## src/rtl/ecc_secded_channel.sv

```systemverilog
// rtl/ecc_secded_channel.sv - pipelined SECDED encode, fault-inject and decode channel with error counters
module ecc_secded_channel #(
  parameter int DATA_W = 8,
  parameter int CNT_W  = 16,
  localparam int P      = $clog2(DATA_W + 1 + $clog2(DATA_W + 1)),
  localparam int CODE_W = DATA_W + P + 1,
  localparam int IDX_W  = $clog2(CODE_W)
) (
  input  logic              clk,
  input  logic              rst_n,
  input  logic              in_valid,
  output logic              in_ready,
  input  logic [DATA_W-1:0] in_data,
  input  logic [1:0]        inject_mode,
  input  logic [IDX_W-1:0]  inject_pos,
  output logic              out_valid,
  input  logic              out_ready,
  output logic [DATA_W-1:0] out_data,
  output logic              out_corrected,
  output logic              out_uncorrectable,
  input  logic              clr_cnt,
  output logic [CNT_W-1:0]  single_err_cnt,
  output logic [CNT_W-1:0]  double_err_cnt
);

  logic              s1_valid_q, s1_valid_d;
  logic              s2_valid_q, s2_valid_d;
  logic [CODE_W-1:0] s1_cw_q, s1_cw_d;
  logic [DATA_W-1:0] out_data_q, out_data_d;
  logic              corr_q, corr_d;
  logic              unc_q, unc_d;
  logic [CNT_W-1:0]  single_cnt_q, single_cnt_d;
  logic [CNT_W-1:0]  double_cnt_q, double_cnt_d;

  logic              s1_load, s2_load, out_hs;
  logic [CODE_W-1:0] data_spread, enc_cw, inj_mask;
  logic [IDX_W-1:0]  enc_syn, dec_syn, pos_b;
  logic              dec_par, dec_flip, dec_corr, dec_unc;
  logic [DATA_W-1:0] dec_data;

  // Data bits occupy every non-power-of-two position >= 3, in ascending order.
  for (genvar pos = 0; pos < CODE_W; pos++) begin : g_map
    if (pos != 0 && (pos & (pos - 1)) != 0) begin : g_data
      localparam int DI = pos - 1 - $clog2(pos + 1);
      assign data_spread[pos] = in_data[DI];
      assign dec_data[DI]     = s1_cw_q[pos] ^ (dec_flip && (dec_syn == IDX_W'(pos)));
    end else begin : g_check
      assign data_spread[pos] = 1'b0;
    end
  end

  always_comb begin
    enc_syn = '0;
    for (int pos = 1; pos < CODE_W; pos++) begin
      if (data_spread[pos]) enc_syn = enc_syn ^ IDX_W'(pos);
    end
    enc_cw = data_spread;
    for (int k = 0; k < P; k++) enc_cw[2**k] = enc_syn[k];
    enc_cw[0] = ^enc_cw[CODE_W-1:1];
  end

  always_comb begin
    pos_b    = (int'(inject_pos) == CODE_W - 1) ? '0 : inject_pos + 1'b1;
    inj_mask = '0;
    if (int'(inject_pos) < CODE_W) begin
      case (inject_mode)
        2'b01: inj_mask[inject_pos] = 1'b1;
        2'b10: begin
          inj_mask[inject_pos] = 1'b1;
          inj_mask[pos_b]      = 1'b1;
        end
        default: ;
      endcase
    end
  end

  // Odd parity with an in-range syndrome is a single error; syndrome 0 means bit 0 itself flipped.
  always_comb begin
    dec_syn = '0;
    for (int pos = 1; pos < CODE_W; pos++) begin
      if (s1_cw_q[pos]) dec_syn = dec_syn ^ IDX_W'(pos);
    end
    dec_par  = ^s1_cw_q;
    dec_flip = 1'b0;
    dec_corr = 1'b0;
    dec_unc  = 1'b0;
    if (dec_par) begin
      dec_corr = (int'(dec_syn) < CODE_W);
      dec_unc  = !dec_corr;
      dec_flip = dec_corr && (dec_syn != '0);
    end else begin
      dec_unc = (dec_syn != '0);
    end
  end

  always_comb begin
    s2_load = !s2_valid_q || out_ready;
    s1_load = !s1_valid_q || s2_load;
    out_hs  = s2_valid_q && out_ready;

    s1_valid_d = s1_load ? in_valid : s1_valid_q;
    s1_cw_d    = (s1_load && in_valid) ? (enc_cw ^ inj_mask) : s1_cw_q;

    s2_valid_d = s2_load ? s1_valid_q : s2_valid_q;
    out_data_d = out_data_q;
    corr_d     = corr_q;
    unc_d      = unc_q;
    if (s2_load && s1_valid_q) begin
      out_data_d = dec_data;
      corr_d     = dec_corr;
      unc_d      = dec_unc;
    end

    single_cnt_d = single_cnt_q;
    double_cnt_d = double_cnt_q;
    if (clr_cnt) begin
      single_cnt_d = '0;
      double_cnt_d = '0;
    end else if (out_hs) begin
      if (corr_q && single_cnt_q != '1) single_cnt_d = single_cnt_q + 1'b1;
      if (unc_q && double_cnt_q != '1) double_cnt_d = double_cnt_q + 1'b1;
    end
  end

  always_ff @(posedge clk or negedge rst_n) begin
    if (!rst_n) begin
      s1_valid_q   <= 1'b0;
      s2_valid_q   <= 1'b0;
      s1_cw_q      <= '0;
      out_data_q   <= '0;
      corr_q       <= 1'b0;
      unc_q        <= 1'b0;
      single_cnt_q <= '0;
      double_cnt_q <= '0;
    end else begin
      s1_valid_q   <= s1_valid_d;
      s2_valid_q   <= s2_valid_d;
      s1_cw_q      <= s1_cw_d;
      out_data_q   <= out_data_d;
      corr_q       <= corr_d;
      unc_q        <= unc_d;
      single_cnt_q <= single_cnt_d;
      double_cnt_q <= double_cnt_d;
    end
  end

  assign in_ready          = s1_load;
  assign out_valid         = s2_valid_q;
  assign out_data          = out_data_q;
  assign out_corrected     = corr_q;
  assign out_uncorrectable = unc_q;
  assign single_err_cnt    = single_cnt_q;
  assign double_err_cnt    = double_cnt_q;

endmodule

```

## config.mk

```make
export PLATFORM = sky130hd
export DESIGN_NAME = ecc_secded_channel
export DESIGN_NICKNAME = d
export VERILOG_FILES = /design/src/rtl/ecc_secded_channel.sv
export SDC_FILE = /design/constraint.sdc
export NUM_CORES = 1
export LEC_CHECK = 0
export ABC_AREA = 0
export BUFFER_PORTS_ARGS = -buffer_cell sky130_fd_sc_hd__buf_2
export CAP_MARGIN = 10
export CORE_AREA = 2 2 91 93
export DETAILED_ROUTE_END_ITERATION = 16
export DIE_AREA = 0 0 93 95
export GPL_TIMING_DRIVEN = 0
export PLACE_DENSITY = 0.81
export REMOVE_ABC_BUFFERS = 1
export SYNTH_ARGS = -nofsm -noshare
export SYNTH_HDL_FRONTEND = slang
export SYNTH_SLANG_ARGS = --single-unit
export TNS_END_PERCENT = 20
```

## constraint.sdc

```tcl
create_clock -name clk -period 2.5 [get_ports clk]
set_input_delay 0.125 -clock clk [delete_from_list [all_inputs] [get_ports clk]]
set_output_delay 0.125 -clock clk [all_outputs]
set_load 0.1 [all_outputs]
```

* After elaboration in Yosys (flattened, before gate mapping)
Cells that the tools add are included.
** Word-level totals
- Flip-flop bits (word level) :: 57
- Latch bits :: 0
- Bits in writable memories :: 0
- Bits in read-only memories :: 0
- Bits of input ports :: 19
- Output and inout port bits :: 44
- Word-level logic and storage cells :: 123
- Memories :: 0
** Operators by class
- Add/sub/neg operators :: 3
- Multipliers :: 0
- Divide/modulo/power cells :: 0
- Magnitude comparators :: 6
- Equality and inequality tests :: 13
- Shifts and indexed selects :: 0
- Mux-type cells :: 36
- Bitwise gates (word level) :: 28
- Reduce and logical (&&, ||, !) cells :: 29
** Operators by type and width (number)
- $mux 16 :: 6
- $mux 4 :: 10
- $add 16x1->16 const B :: 2
- $ne 16x16->1 const B :: 2
- $pmux 13 s2 :: 1
- $mux 3 :: 7
- $not 2->2 :: 10
- $eq 4x3->1 const B :: 4
- $eq 4x4->1 const B :: 4
- $logic_and 1x1->1 :: 16
- $mux 13 :: 1
- $or 13x13->13 :: 1
- $reduce_xor 13->1 :: 1
- $xor 13x13->13 :: 1
- $not 3->3 :: 4
- $reduce_xor 12->1 :: 1
- $lt 4x5->1 const B :: 2
- $demux 1 s4 :: 2
- $ge 4x1->1 const B :: 2
- $lt 4x4->1 const B :: 2
- $xor 1x1->1 :: 8
- $mux 1 :: 6
- $mux 2 :: 3
- $reduce_bool 2->1 :: 3
- other kinds (10) :: 16

* Depth between registers and ports, before layout
Gate-level depths: netlist of run 1.
- Word-level depth :: 25
- Gate-level depth with buffers :: 9
- Gate-level depth less buffers :: 8

* Least setup slack after synthesis of run 1
No wires, ideal clock.
- Path type :: register to register
- From :: reg s2_valid_q (netlist: out_valid)
- To :: reg s1_cw_q[8]
- Library setup time :: 0.096 ns
- Arrival :: 2.805 ns
- Data required time :: 2.404 ns
- Setup slack :: -0.401 ns
- Stages on the path, launching flop included :: 6
- Path buffers :: 1
- Period minus slack after synthesis :: 2.901 ns
- Cell sequence :: dfrtp_1 > nand3b_1 > nand2_1 > clkbuf_1 > nand2_1 > o31ai_1
** Between the ends
- Word-level cells in the longest chain between the ends :: 4
** Ends and longest elaborated chain
- from (decl) :: line 27 : logic s2_valid_q, s2_valid_d;
- from (signal assigned) :: line 137 : s2_valid_q <= s2_valid_d;
- $logic_not 1->1 :: line 97 : s2_load = !s2_valid_q || out_ready;
- $logic_or 1x1->1 :: line 97
- $logic_or 1x1->1 :: line 98 : s1_load = !s1_valid_q || s2_load;
- via in_ready :: line 12 : output logic in_ready,
- $logic_and 1x1->1 :: line 102 : s1_cw_d = (s1_load && in_valid) ? (enc_cw ^ inj_mask) : s1_cw_q;
- to (signal assigned) :: line 138 : s1_cw_q <= s1_cw_d;
- to (decl) :: line 28 : logic [CODE_W-1:0] s1_cw_q, s1_cw_d;
The timed path passes the listed nets, and every way through them passes these cells.
A chain may end at the register's enable or synchronous reset.

* Worst setup path in the final report of run 1
- From :: in inject_pos[0]
- To :: reg s1_cw_q[7]
** Between the ends
- Word-level cells in the longest chain between the ends :: 10
- Elaborated cells between the ends (all ways) :: 18
- Those cells by class :: 1 x add/sub; 5 x order compare; 1 x eq/ne; 7 x mux; 2 x bitwise; 2 x reduce/logical
** Ends and longest elaborated chain
- from (decl) :: line 15 : input logic [IDX_W-1:0] inject_pos,
- $add 4x1->4 or $eq 4x3->1 (tied branches) :: line 63 : pos_b = (int'(inject_pos) == CODE_W - 1) ? '0 : inject_pos + 1'b1;
- $mux 4 :: line 63
- $lt 4x5->1 (implied by the code) or $ge 4x1->1 (tied branches) :: line 70 : inj_mask[pos_b] = 1'b1;
- $logic_and 1x1->1 (implied by the code) :: line 70
- $mux 1 (implied by the code) :: line 70
- $demux 1 s4 :: line 70
- $or 13x13->13 (no line)
- $pmux 13 s2 :: line 66 : case (inject_mode)
- $mux 13 * :: line 65 : if (int'(inject_pos) < CODE_W) begin
- $xor 13x13->13 * :: line 102
Every way passes the cells marked *; elsewhere a longest branch is shown, timed or not.

==> results.ini, run 1 <==
[grt]
grt_max_degree = 58
grt_overflow_total = 0
antenna_found_initial = 0
grt_util_all_layers = 0.201
first_global_vias = 3064
grt_pass1_wl_um = 14100

[die]
start_util = 0.480
io_pins = 63
core_um2 = 7930
die_area_um2 = 8840
chipHeight_um = 95
die-width_um = 93
row_count = 33

[worst_setup_path]
cp_data_arrival_time_ns = 2.58
cpPeakStageDelay_ns = 0.88
critPathTopFamily = compound AO/OA/AOI/OAI gates
cp_data_required_time_ns = 2.70
end_kind = flop
reg2reg_from = s1_cw_q[7]
crit_path_frequent_cell = o21ai_0
cp-start-kind = primary input
crit_path_cell_trace = buf_2 -> inv_1 -> ha_1 -> nand2b_1 -> a2111oi_0 -> o21ai_0 -> a211oi_1 -> xnor2_1 -> o21ai_0
path_buf_inv = 2
cp_max_fo = 10
crit_type = in -> reg
crit_start = inject_pos[0]
slowest_stage = a2111oi_0

[clocking]
htree_num_levels = 3
clock_latency_ns = 0.35
root_buffer = clkbuf_8
clk_pin_slew_ns = 0.07
cts_setup_buffers = 0
numCtsBuffers = 9
clockBufferDepth = 2
tritoncts = yes
clkSinkCount = 57

[synthesis]
avgSynthCellArea_um2 = 8.90
synthArstFlopShare = 1.00
synth_top_family_by_area = simple AND/OR/NAND/NOR gates
synth_edf_count = 0
yosys.area_share.xor_xnor = 0.186
yosys_most_used_dff = dfrtp_1
synthDistinctLibCells = 52
synth_warnings = 0
synth_fa_ha_area_frac = 0.0361
synthSimpleGateAreaFrac = 0.228
synth_compound_area_frac = 0.140
ys_seq_elements = 57
synth_area_um2 = 3810
synth_cells = 428
ys_seq_area_frac = 0.375
synthMuxAreaShare = 0.0105

[placement]
place_inst = 581
hpwlAfterDp_um = 6290
gp_congestion = 0.862
dpl_cell_area_um2 = 4190
dp_slack_ns = -0.177
io_buffers = 62

[detailed_routing]
finalWirelength_um = 8570
first_pass_iters = 4
via_per_inst = 5.52
drtIter0Drc = 152
vias = 3307
drc_errors = 0
ant_nets = 0
wl_per_cell_um = 14.3

[run]
cap_viol_max_count = 0

[finish]
stdcell_count = 599
layout_common_cells = buf_2 (61), dfrtp_1 (57), nor2_1 (55)
drive_above_1_share = 0.178
multi_input_area_um2 = 2280
final_common_cell = buf_2
fill_cells = 720
layout.nets = 519
regArea_um2 = 1430
final_area_um2 = 4400
diodes = 0
syn_to_final_growth_pct = 15.7

[sta]
finalHoldViolations = 0
worst_slack_ns = 0.111
drv_slew = 0
finalSetupViolCount = 0
holdWs_ns = 0.0910
tightest_slew_ns = 0.967
relSlewSlack = 0.339
grt_setup_unrepaired = no
fin_crit_ns = 2.39
max_freq_ghz = 0.419
clock_skew_ns = 0.00689
finalCritPeriodShare = 0.956

[pwr]
ir_drop_mv = 0.272
p_leak_nw = 1.94
power_w = 0.00376
p_per_area_nw_per_um2 = 854

[min_path]
hp-class = in -> reg
min-delay-start = in_data[0]

[outcome]
status = completed

[Yosys cell counts (all sizes together), types with 3 or more instances]
library cell / number / area, um2
a31oi: 18 / 113
a31o: 3 / 26.3
or3: 11 / 68.8
nand4: 9 / 56.3
a21oi: 8 / 40.0
o31ai: 4 / 30.0
nand2b: 9 / 56.3
o21ai: 30 / 150
and3: 8 / 51.3
inv: 9 / 33.8
xnor2: 42 / 402
clkbuf: 14 / 62.6
nor2: 55 / 206
ha: 11 / 138
or4: 3 / 22.5
nor2b: 4 / 25.0
dfrtp: 57 / 1430
xnor3: 3 / 71.3
a211oi: 4 / 30.0
o211ai: 3 / 22.5
nand2: 38 / 143
xor2: 25 / 234
and2: 5 / 31.3
nor3: 14 / 70.1
mux2i: 4 / 40.0
nand3: 15 / 75.1
[metal layers]
layer	global-route usage	vias to the layer above	routed length [um]
li1	-	1629	-
met1	0.253	1569	3780
met2	0.347	99	4210
met3	0.0495	10	479
met4	0.0539	0	99
met5	0	-	0
[path summary, 6_finish.rpt]
kind	end	slack, ns	cells after the start
max in group asynchronous	single_err_cnt[3]	1.64	2
min	s1_cw_q[3]	0.09	3
max	s1_cw_q[7]	0.11	9
min reg2reg	out_data[7]	0.48	2
min in group asynchronous	single_err_cnt[12]	0.37	2
max reg2reg	out_data[5]	0.22	6
[sequential cells by signal, indices dropped and copies added, names as in the netlist]
signal,flops
out_corrected,1
double_err_cnt,16
s1_cw_q,13
out_valid,1
s1_valid_q,1
single_err_cnt,16
out_uncorrectable,1
out_data,8
[power breakdown]
part           internal (W)  switching, W  total [W]
registers           0.00104      0.000126    0.00116
logic              0.000525       0.00121    0.00174
clock network      0.000459      0.000402   0.000861
[worst reg2reg max path: cells and delay by family (launching register included)]
family           cells  cell delay [ns]
AND/OR/NAND/NOR      3             0.92
flip-flops           1             0.46
XOR/XNOR             2             0.60
AO/OA/AOI/OAI        1             0.25
[through the flow]
step                      TNS (ns)  utilization
final                            0        0.556
after global routing             0        0.556
after CTS                        0        0.554
after detailed placement    -0.304        0.528
after global placement      -0.219        0.528
after floorplan              -6.43            -
[final cells by class]
cell class | instances | share of cell area
timing repair buffer | 64 | 0.0756
tap | 105 | 0.0298
inverter | 9 | 0.00767
clock buffer | 9 | 0.0281
clock inverter | 7 | 0.0162
multi-input combinational | 348 | 0.519
sequential | 57 | 0.324
[cell families after synthesis]
family / after synthesis
and+or+nand+nor: 179
xor gates and xnor gates: 70
muxes: 4
DFF: 57
adders and majority gates: 11
AOI/OAI and AO/OA: 84
buffers and inverters: 23
[timing repair]
action,CTS,global route
endpoints found under the hold margin,1,57
endpoints found under the setup margin,0,0
gates resized for setup,0,0
hold buffers,1,1
Power figures use the tool's default switching activity.
==> inputs of run 2 (changes only) <==
==> constraint.sdc (replaced) <==
create_clock -name clk -period 2.5 [get_ports clk]
set_input_delay 0.375 -clock clk [delete_from_list [all_inputs] [get_ports clk]]
set_output_delay 0.375 -clock clk [all_outputs]
set_load 0.1 [all_outputs]
==> results.ini, run 2 (same netlist as run 1, synthesis figures left out) <==
[detailed_routing]
vias = 3291  ; -0.48%
first_pass_iters = 4  ; unchanged
wl_per_cell_um = 14.4  ; +0.64%
drtIter0Drc = 145  ; -4.6%
ant_nets = 0  ; unchanged
finalWirelength_um = 8600  ; +0.30%
via_per_inst = 5.51  ; -0.15%
drc_errors = 0  ; unchanged

[finish]
final_common_cell = buf_2
stdcell_count = 597  ; -0.33%
syn_to_final_growth_pct = 15.3
layout_common_cells = buf_2 (61), dfrtp_1 (57), nor2_1 (55)
diodes = 0  ; unchanged
drive_above_1_share = 0.181  ; +0.00276
layout.nets = 517  ; -0.39%
final_core_util = 0.554  ; -0.00174

[sta]
drv_slew = 0  ; unchanged
tightest_slew_ns = 0.727  ; -0.240 ns
finalCritPeriodShare = 0.911  ; -0.0448
max_freq_ghz = 0.439  ; +4.9%
worst_slack_ns = 0.223  ; +0.112 ns
setup_tns_ns = 0  ; unchanged
grt_setup_unrepaired = no
relSlewSlack = 0.515  ; +0.177
finalSetupViolCount = 0  ; unchanged
clock_skew_ns = 0.00548  ; -0.00141 ns
holdWs_ns = 0.0746  ; -0.0164 ns
fin_crit_ns = 2.28  ; -0.112 ns
finalHoldViolations = 0  ; unchanged

[pwr]
intPower_w = 0.00202  ; about the same
p_per_area_nw_per_um2 = 856  ; +0.29%
power_frac_clock = 0.229  ; about the same
p_leak_nw = 1.93  ; -0.39%
p_switching_w = 0.00174  ; about the same
seqPwrFrac = 0.310  ; about the same
combPwrFrac = 0.462  ; about the same
switching_share = 0.463  ; about the same
ir_drop_mv = 0.272  ; about the same

[min_path]
hp-class = in -> async

[clocking]
root_buffer = clkbuf_8
clockBufferDepth = 2  ; unchanged
htree_num_levels = 3  ; unchanged
clkSinkCount = 57  ; unchanged
tritoncts = yes
clk_pin_slew_ns = 0.07  ; about the same
numCtsBuffers = 9  ; unchanged
cts_setup_buffers = 0  ; unchanged
clock_latency_ns = 0.35  ; about the same

[die]
io_pins = 63  ; unchanged
die_area_um2 = 8840  ; unchanged
core_um2 = 7930  ; unchanged
chipHeight_um = 95  ; unchanged
die-width_um = 93  ; unchanged
row_count = 33  ; unchanged
start_util = 0.480  ; unchanged

[grt]
grt_overflow_total = 0  ; unchanged
grt_max_degree = 58  ; unchanged
antenna_found_initial = 0  ; unchanged
grt_pass1_wl_um = 14100  ; about the same
grt_util_all_layers = 0.201  ; about the same
first_global_vias = 3061  ; -0.098%

[placement]
gp_congestion = 0.862  ; unchanged
io_buffers = 62  ; unchanged
dp_slack_ns = -0.427  ; -0.250 ns
place_inst = 581  ; unchanged
hpwlAfterDp_um = 6290  ; unchanged

[outcome]
status = completed

[worst_setup_path]
end_kind = flop
crit_type = reg -> reg
cp-start-kind = flop
cp_data_arrival_time_ns = 2.56  ; -0.02 ns
cp_max_fo = 8  ; -2
cp_data_required_time_ns = 2.79  ; +0.09 ns

[run]
cap_viol_max_count = 0  ; unchanged

-- run 2: worst max-delay path, stage by stage (launching register included) --
cell     delay, ns
dfrtp_1       0.46
xnor2_2       0.38
xor2_2        0.22
or3_1         0.34
a21o_1        0.25
or4_1         0.48
nand3_1       0.09
-- run 2: power by group through the flow --
stage / sequential [W] / combinational, W / clock, W
final: 0.00116 / 0.00174 / 0.000860
after global routing: 0.00118 / 0.00189 / 0.000919
after CTS: 0.00116 / 0.00173 / 0.000880
after detailed placement: 0.00118 / 0.00173 / 0
after global placement: 0.00117 / 0.00168 / 0
after floorplan: 0.00167 / 0.000889 / 0
-- run 2: through the flow --
stage,power [W],instance area (um2)
2_1_floorplan,0.00256,3740
3_3_place_gp,0.00285,4190
3_5_place_dp,0.00291,4190
4_1_cts,0.00378,4380
5_1_grt,0.00399,4390
6_report,0.00376,4390
-- run 2: routing by layer --
layer	global-route usage	up-vias	part of all wire
met3	0.0495	11	0.059
met4	0.0539	0	0.012
met1	0.252	1549	0.44
met2	0.347	104	0.49
li1	-	1627	-
met5	0	-	0
-- run 2: worst paths after layout --
path / start / endpoint / slack (ns) / cells after the start
max: s1_cw_q[7] / out_data[5] / 0.22 / 6
min: rst_n / single_err_cnt[12] / 0.07 / 1
max reg2reg: s1_cw_q[7] / out_data[5] / 0.22 / 6
min reg2reg: out_data[7] / out_data[7] / 0.48 / 2
max in group asynchronous: rst_n / single_err_cnt[3] / 1.94 / 1
min in group clk: in_valid / s1_valid_q / 0.25 / 2
-- run 2: cell type report --
class                      instances  area, um2
sequential                        57       1430
tap                              105        131
timing repair buffer              62        313
inverter                           9       33.8
clock inverter                     7       71.3
fill                             721       3540
multi-input combinational        348       2290
clock buffer                       9        124
-- run 2: timing repair --
action / CTS / global route
setup endpoints to repair: 1 / 2
gates resized for setup: 1 / 1
hold endpoints to repair: 0 / 0
hold buffers: 0 / 0
